==> src/rtl/accum_sequencer.sv <==
`default_nettype none
// ============================================================================
// Module   : accum_sequencer
// Brief    : Sequences operand pairs through an external adder stage and keeps
//            two running accumulators made purely of the stage's results.
//            One job accumulates num_terms pairs, then emits the result with a
//            one-cycle result_valid pulse.
//            Optional per-term watchdog enabled by defining ACCUM_SEQ_TIMEOUT_EN;
//            without it timeout_err is tied low and WAIT waits indefinitely.
// Revision : 1.0 - initial release
// ============================================================================
module accum_sequencer #(
    parameter int                     FLOAT_DATA_WIDTH = 32,
    parameter int                     COUNT_WIDTH      = 10,
    parameter logic [COUNT_WIDTH-1:0] TIMEOUT_CYCLES   = 10'd64
) (
    input  logic                        clk,
    input  logic                        rst,
    input  logic                        clk_en,
    input  logic                        go,
    input  logic [COUNT_WIDTH-1:0]      num_terms,
    input  logic                        in_valid,
    output logic                        in_ready,
    input  logic [FLOAT_DATA_WIDTH-1:0] in_val_1,
    input  logic [FLOAT_DATA_WIDTH-1:0] in_val_2,
    output logic                        stage_start,
    output logic [FLOAT_DATA_WIDTH-1:0] stage_val_1,
    output logic [FLOAT_DATA_WIDTH-1:0] stage_val_2,
    output logic [FLOAT_DATA_WIDTH-1:0] stage_current_1,
    output logic [FLOAT_DATA_WIDTH-1:0] stage_current_2,
    input  logic                        stage_working,
    input  logic                        stage_done,
    input  logic [FLOAT_DATA_WIDTH-1:0] stage_new_1,
    input  logic [FLOAT_DATA_WIDTH-1:0] stage_new_2,
    output logic [FLOAT_DATA_WIDTH-1:0] acc_out_1,
    output logic [FLOAT_DATA_WIDTH-1:0] acc_out_2,
    output logic                        result_valid,
    output logic                        busy,
    output logic                        timeout_err
);

    typedef enum logic [2:0] {
        ST_IDLE   = 3'd0,
        ST_FETCH  = 3'd1,
        ST_ISSUE  = 3'd2,
        ST_WAIT   = 3'd3,
        ST_FINISH = 3'd4
    } state_t;

    localparam logic [COUNT_WIDTH-1:0] c_ONE = {{(COUNT_WIDTH-1){1'b0}}, 1'b1};

    state_t                      r_state;
    state_t                      w_state_next;

    logic [COUNT_WIDTH-1:0]      r_remaining;
    logic [FLOAT_DATA_WIDTH-1:0] r_acc_1;
    logic [FLOAT_DATA_WIDTH-1:0] r_acc_2;
    logic [FLOAT_DATA_WIDTH-1:0] r_stage_val_1;
    logic [FLOAT_DATA_WIDTH-1:0] r_stage_val_2;
    logic [FLOAT_DATA_WIDTH-1:0] r_acc_out_1;
    logic [FLOAT_DATA_WIDTH-1:0] r_acc_out_2;
    logic                        r_result_valid;

    logic                        w_go_accept;
    logic                        w_fetch;
    logic                        w_capture;
    logic                        w_timeout;
    logic                        w_tmo_hit;
    logic                        w_last_term;
    logic                        w_in_ready;
    logic                        w_stage_start;

    // The term being captured is the last one when one term remains.
    assign w_last_term = (r_remaining == c_ONE);

    // State register; reset abandons any job in flight.
    always_ff @(posedge clk) begin
        if (!rst) begin
            r_state <= ST_IDLE;
        end else begin
            r_state <= w_state_next;
        end
    end

    // Next-state decode plus the strobes that steer the datapath registers.
    always_comb begin
        w_state_next  = r_state;
        w_go_accept   = 1'b0;
        w_fetch       = 1'b0;
        w_capture     = 1'b0;
        w_timeout     = 1'b0;
        w_in_ready    = 1'b0;
        w_stage_start = 1'b0;
        case (r_state)
            ST_IDLE: begin
                if (clk_en && go) begin
                    w_go_accept  = 1'b1;
                    w_state_next = (num_terms == '0) ? ST_FINISH : ST_FETCH;
                end
            end
            ST_FETCH: begin
                w_in_ready = clk_en;
                if (clk_en && in_valid) begin
                    w_fetch      = 1'b1;
                    w_state_next = ST_ISSUE;
                end
            end
            ST_ISSUE: begin
                w_stage_start = 1'b1;
                // A done arriving with the working acknowledge counts as a WAIT completion.
                if (stage_working && stage_done) begin
                    w_capture    = 1'b1;
                    w_state_next = w_last_term ? ST_FINISH : ST_FETCH;
                end else if (w_tmo_hit) begin
                    w_timeout    = 1'b1;
                    w_state_next = ST_IDLE;
                end else if (stage_working) begin
                    w_state_next = ST_WAIT;
                end
            end
            ST_WAIT: begin
                if (stage_done) begin
                    w_capture    = 1'b1;
                    w_state_next = w_last_term ? ST_FINISH : ST_FETCH;
                end else if (w_tmo_hit) begin
                    w_timeout    = 1'b1;
                    w_state_next = ST_IDLE;
                end
            end
            ST_FINISH: begin
                w_state_next = ST_IDLE;
            end
            default: begin
                w_state_next = ST_IDLE;
            end
        endcase
    end

    // Datapath: accumulators only ever take stage results, no local arithmetic.
    always_ff @(posedge clk) begin
        if (!rst) begin
            r_remaining    <= '0;
            r_acc_1        <= '0;
            r_acc_2        <= '0;
            r_stage_val_1  <= '0;
            r_stage_val_2  <= '0;
            r_acc_out_1    <= '0;
            r_acc_out_2    <= '0;
            r_result_valid <= 1'b0;
        end else begin
            r_result_valid <= 1'b0;
            if (w_go_accept) begin
                r_acc_1     <= '0;
                r_acc_2     <= '0;
                r_remaining <= num_terms;
            end
            if (w_fetch) begin
                r_stage_val_1 <= in_val_1;
                r_stage_val_2 <= in_val_2;
            end
            if (w_capture) begin
                r_acc_1     <= stage_new_1;
                r_acc_2     <= stage_new_2;
                r_remaining <= r_remaining - c_ONE;
            end
            // Result registers hold until the next FINISH.
            if (r_state == ST_FINISH) begin
                r_acc_out_1    <= r_acc_1;
                r_acc_out_2    <= r_acc_2;
                r_result_valid <= 1'b1;
            end
        end
    end

`ifdef ACCUM_SEQ_TIMEOUT_EN
    localparam logic [COUNT_WIDTH-1:0] c_TMO_LAST = TIMEOUT_CYCLES - c_ONE;

    logic [COUNT_WIDTH-1:0] r_tmo_cnt;
    logic                   r_timeout_err;

    // The count reaches its last value on the TIMEOUT_CYCLES-th ISSUE/WAIT cycle.
    assign w_tmo_hit = (r_tmo_cnt == c_TMO_LAST);

    // Per-term watchdog: restarts on ISSUE entry, error is sticky until next go.
    always_ff @(posedge clk) begin
        if (!rst) begin
            r_tmo_cnt     <= '0;
            r_timeout_err <= 1'b0;
        end else begin
            if (w_fetch) begin
                r_tmo_cnt <= '0;
            end else if ((r_state == ST_ISSUE) || (r_state == ST_WAIT)) begin
                r_tmo_cnt <= r_tmo_cnt + c_ONE;
            end
            if (w_go_accept) begin
                r_timeout_err <= 1'b0;
            end else if (w_timeout) begin
                r_timeout_err <= 1'b1;
            end
        end
    end

    assign timeout_err = r_timeout_err;
`else
    logic w_unused_tmo;

    assign w_tmo_hit    = 1'b0;
    assign timeout_err  = 1'b0;
    assign w_unused_tmo = ^{TIMEOUT_CYCLES, w_timeout};
`endif

    assign in_ready        = w_in_ready;
    assign stage_start     = w_stage_start;
    assign busy            = (r_state != ST_IDLE);
    assign stage_val_1     = r_stage_val_1;
    assign stage_val_2     = r_stage_val_2;
    assign stage_current_1 = r_acc_1;
    assign stage_current_2 = r_acc_2;
    assign acc_out_1       = r_acc_out_1;
    assign acc_out_2       = r_acc_out_2;
    assign result_valid    = r_result_valid;

endmodule
`default_nettype wire

==> config.mk <==
export PLATFORM = sky130hd
export DESIGN_NAME = accum_sequencer
export DESIGN_NICKNAME = d
export VERILOG_FILES = /design/src/rtl/accum_sequencer.sv
export SDC_FILE = /design/constraint.sdc
export NUM_CORES = 1
export LEC_CHECK = 0
export BUFFER_PORTS_ARGS = -buffer_cell sky130_fd_sc_hd__buf_2
export CAP_MARGIN = 40
export CORE_AREA = 2 2 134 136
export DETAILED_ROUTE_END_ITERATION = 6
export DIE_AREA = 0 0 136 138
export GPL_TIMING_DRIVEN = 0
export PLACE_DENSITY = 0.74
export SYNTH_ARGS = -nofsm -noshare
export SYNTH_HDL_FRONTEND = slang
export SYNTH_SLANG_ARGS = --single-unit
==> constraint.sdc <==
create_clock -name clk -period 1.81 [get_ports clk]
set_input_delay 0.181 -clock clk [delete_from_list [all_inputs] [get_ports clk]]
set_output_delay 0.181 -clock clk [all_outputs]
set_load 0.005 [all_outputs]
==> metrics.log <==
INFO  metric place_congestion = between 0.8 and 0.9
INFO  metric final_design_area_no_fill = roughly 12000 sq um
INFO  metric post_synthesis_mux_area_share = 0%
INFO  metric worst_slew_pin_slew = 0.810 ns
INFO  metric result_of_the_run = complete, no violations
INFO  metric power.internal = between 8 and 9 mW
INFO  metric avgRoutedWirePerCell = 17.7 um
INFO  metric layout_worst_path_cycle_share = ~98%
INFO  metric die-area = about 19000 sq um
INFO  metric post_layout_nonfiller_instances = between 1500 and 2000
INFO  metric vias_per_cell = about 5.2
INFO  metric power.ir.vdd_worst = 0.837 mV
INFO  metric worst-path-buf-inv = 2
INFO  metric fin_worst_skew = around 0.012 ns
INFO  metric die_height = 138 um
INFO  metric timing.setup.critical_path_class = flip-flop to flip-flop
INFO  metric cts_tree = built
INFO  metric syn2layout_area_growth = 55.8%
INFO  metric combinational_family_with_the_most_area_after_synthesis = simple AND/OR/NAND/NOR gates
INFO  metric post-route-worst-setup-slack = between 0.03 and 0.04 ns
INFO  metric setup_violations = 0
INFO  metric finalHoldViolCount = 0
INFO  metric yosys.area_share.adder = less than 1%
INFO  metric floorplan.initialDensity = 42.1%
INFO  metric dpl-instance-area = roughly 9400 sq um
INFO  metric grt_util_all_layers = 29.0%
INFO  metric max_clock_freq = about 560 MHz
INFO  metric cp_max_fo = 10
INFO  metric drc = 0
INFO  metric maxCapViolations = 0
INFO  metric critical_path.cell_chain = clkbuf_8, o21a_2, a22oi_4, clkbuf_4, a22oi_1, nor2_1
INFO  metric numPortBuffers = 340
INFO  metric maxSlewViolCount = 0
INFO  metric detailroute.via_count = roughly 8500
INFO  metric critical-path-top-delay-family = compound AO/OA/AOI/OAI gates
INFO  metric start_kind = flip-flop
INFO  metric worstHoldPathType = input pin to flip-flop
INFO  metric synthTopCellsByArea = dfxtp_1, nand2_1, a21oi_1, a22oi_1, nor2_1
INFO  metric simple_gate_fraction_of_synth_area = between 20% and 30%
INFO  metric synth.distinct_cells = between 40 and 50
INFO  metric critical_path.slowest_cell = a22oi_4
INFO  metric cts-root-to-sink-buffers = 3
INFO  metric synth_edf_count = 0
INFO  metric grt_antenna_before_repair = 0
INFO  metric fillers = between 1000 and 1500
INFO  metric clkTransAtPathRegs = around 0.060 ns
INFO  metric yosys.area.top_type = dfxtp_1
INFO  metric cp.arrival = ~2.2 ns
INFO  metric yosys.area_share.xor_xnor = 0%
INFO  metric synth-compound-area-share = 19.0%
INFO  metric pre_antenna_drt_iters = 5
INFO  metric synth_top_area_share = between 50% and 60%
INFO  metric synth-main-ff-cell = dfxtp_1
INFO  metric critPathCaptureType = flip-flop
INFO  metric switching_share = between 20% and 30%
INFO  metric pwr_density_cell = slightly above 1000 nW/um^2
INFO  metric ys_seq_elements = between 200 and 250
INFO  metric nNetsFinal = 1530
INFO  metric syn_nets = roughly 1000
INFO  metric synthesis.yosys.warnings = 0
INFO  metric grt_pass1_vias = ~8500
INFO  metric post_synthesis_average_cell_area = around 8.3 sq um
INFO  metric dp.final_hpwl = 18400 um
INFO  metric power_frac_clock = between 40% and 50%
INFO  metric synth.cell_area = around 7400 sq um
INFO  metric drt_iter0_markers = around 330
INFO  metric cellLeakagePower = approximately 5 nW
INFO  metric antenna_violating_nets_post_route = 0
INFO  metric cts_root_buffer = clkbuf_16
INFO  metric synth_sequential_area_ratio = 55.8%
INFO  metric postSynth.asyncResetShare = 0%
INFO  metric layout_min_cycle_time = ~1.8 ns
INFO  metric synth.top_cells.by_count = nand2_1, dfxtp_1, a21oi_1, nor2_1, a22oi_1
INFO  metric combPwrFrac = between 10% and 20%
INFO  metric seq_power_share = ~42%
INFO  metric drt_wl_total = about 29000 um
INFO  metric timing.critical_path.required = between 2 and 2.5 ns
INFO  metric core_area = 17500 sq um
INFO  metric grt_first_pass_wirelength = ~44000 um
INFO  metric die-width = 136 um
INFO  metric placed_instances = about 1500
INFO  metric insertion_delay_to_the_later_sink_of_the_worst_skew_pair = ~0.48 ns
INFO  metric grt_max_degree = 15
INFO  metric rsz0062_at_grt = yes
INFO  metric syn_inst = around 900
INFO  metric htree_num_levels = 1
INFO  metric antenna_cells_inserted = 0
INFO  metric standard_cell_rows = 49
INFO  metric yosys.cell_count.top_type = nand2_1
INFO  metric drive_above_1_share = a little under a third
INFO  metric overflow = 0
INFO  metric ios = between 300 and 400
INFO  metric critical_path.max_stage_delay = approximately 0.38 ns
INFO  metric place_worst_setup_slack = -0.0773 ns
INFO  metric slew-limit-headroom = a little under half
INFO  metric clkSinkCount = approximately 210
INFO  metric cts_made_buffers = 21
INFO  metric p_sw = between 3 and 4 mW
layout make-up:
class	instances	area, sq um	area share, %
sequential	206	4120	35.8
timing repair buffer	473	3030	26.3
multi-input combinational	608	2950	25.7
clock buffer	28	592	5.14
buffer	67	347	3.01
tap	229	287	2.49
clock inverter	9	150	1.31
inverter	6	22.5	0.196
worst paths after layout:
path	startpoint	cells after the start	slack [ns]	end
setup / recovery	r_state[0]$_SDFFE_PN0P_	6	0.04	stage_current_2[13]$_SDFFE_PN0P_
hold / removal	num_terms[6]	3	0.03	r_remaining[6]$_SDFFE_PN0P_
setup reg to reg	r_state[0]$_SDFFE_PN0P_	6	0.04	stage_current_2[13]$_SDFFE_PN0P_
hold reg to reg	acc_out_1[27]$_SDFFE_PN0P_	2	0.45	acc_out_1[27]$_SDFFE_PN0P_
flip-flops by register name, summed over array words and instances, names as in the netlist:
name and flops:
acc_out_2 32, acc_out_1 32, r_remaining 10, stage_val_1 32, stage_val_2 32, r_state 3, result_valid 1, stage_current_1 32
stage_current_2 32
through the flow:
step	util, %	hold slack, ns	total power, mW	setup TNS, ns
2_1_floorplan	-	0.314	6.01	0
3_3_place_gp	53.5	0.422	6.69	-0.612
3_5_place_dp	53.5	0.429	6.71	-2.74
4_1_cts	65.3	0.0142	11.6	0
5_1_grt	65.6	0.0245	12.1	-0.0528
6_report	65.6	0.0342	11.6	0
layout by cell type, fill, tap and decap left out, types with 2 or more instances in the layout:
master	n
ha_1	2
and2_1	2
clkbuf_8	5
nand2_1	266
nor2_1	71
a31oi_1	3
nand4_1	2
nor3_1	8
a2bb2oi_1	2
inv_1	6
bufinv_16	4
o21ai_0	5
buf_2	363
clkinv_2	3
a32oi_1	2
dfxtp_1	206
nand3_1	7
nor3b_1	2
nor2_2	2
a21oi_1	138
clkinvlp_4	2
o211a_1	2
dlygate4sd3_1	132
nor4_1	2
clkbuf_2	9
clkbuf_1	26
o21a_1	2
a22oi_1	66
clkbuf_4	7
buf_4	4
clkbuf_16	21
cells by family (layout without fill, tap and decap cells):
kind of cell    count (synthesis)  in the layout
other cells                     1              1
simple gates                  373            374
fa+ha+maj                       2              2
flops                         206            206
buf+inv                        73            583
compound gates                231            231
layer usage:
layer | vias up | routed length (um) | track usage [%]
li1 | 3984 | - | -
met1 | 3986 | 10500 | 30.8
met2 | 428 | 14200 | 52.0
met3 | 79 | 2890 | 8.95
met4 | 0 | 1200 | 12.7
met5 | - | 0 | 0
worst register-to-register path, delay by kind of cell, from the launching register on:
| family | cells | cell delay (ns) |
|---|---|---|
| AND/OR/NAND/NOR | 1 | 0.13 |
| AO/OA/AOI/OAI | 3 | 0.74 |
| buffers and inverters | 2 | 0.49 |
| flip-flops | 1 | 0.34 |
power by group through the flow:
stage / Combinational, mW / Sequential (mW) / Clock, mW
2_1_floorplan: 1.01 / 5.00 / 0
3_3_place_gp: 1.69 / 5.00 / 0
3_5_place_dp: 1.71 / 5.01 / 0
4_1_cts: 1.95 / 4.91 / 4.71
5_1_grt: 2.23 / 4.94 / 4.91
6_report: 2.05 / 4.92 / 4.64
what timing repair did:
action | 4_1_cts | 5_1_grt
endpoints found under the hold margin | 132 | 0
resized for setup | 6 | 27
cloned | 0 | 1
setup endpoints to repair | 62 | 118
buffers inserted | 0 | 1
pin swaps | 1 | 2
hold buffers | 132 | 0
Note: power is estimated with default switching activity, not from simulation.
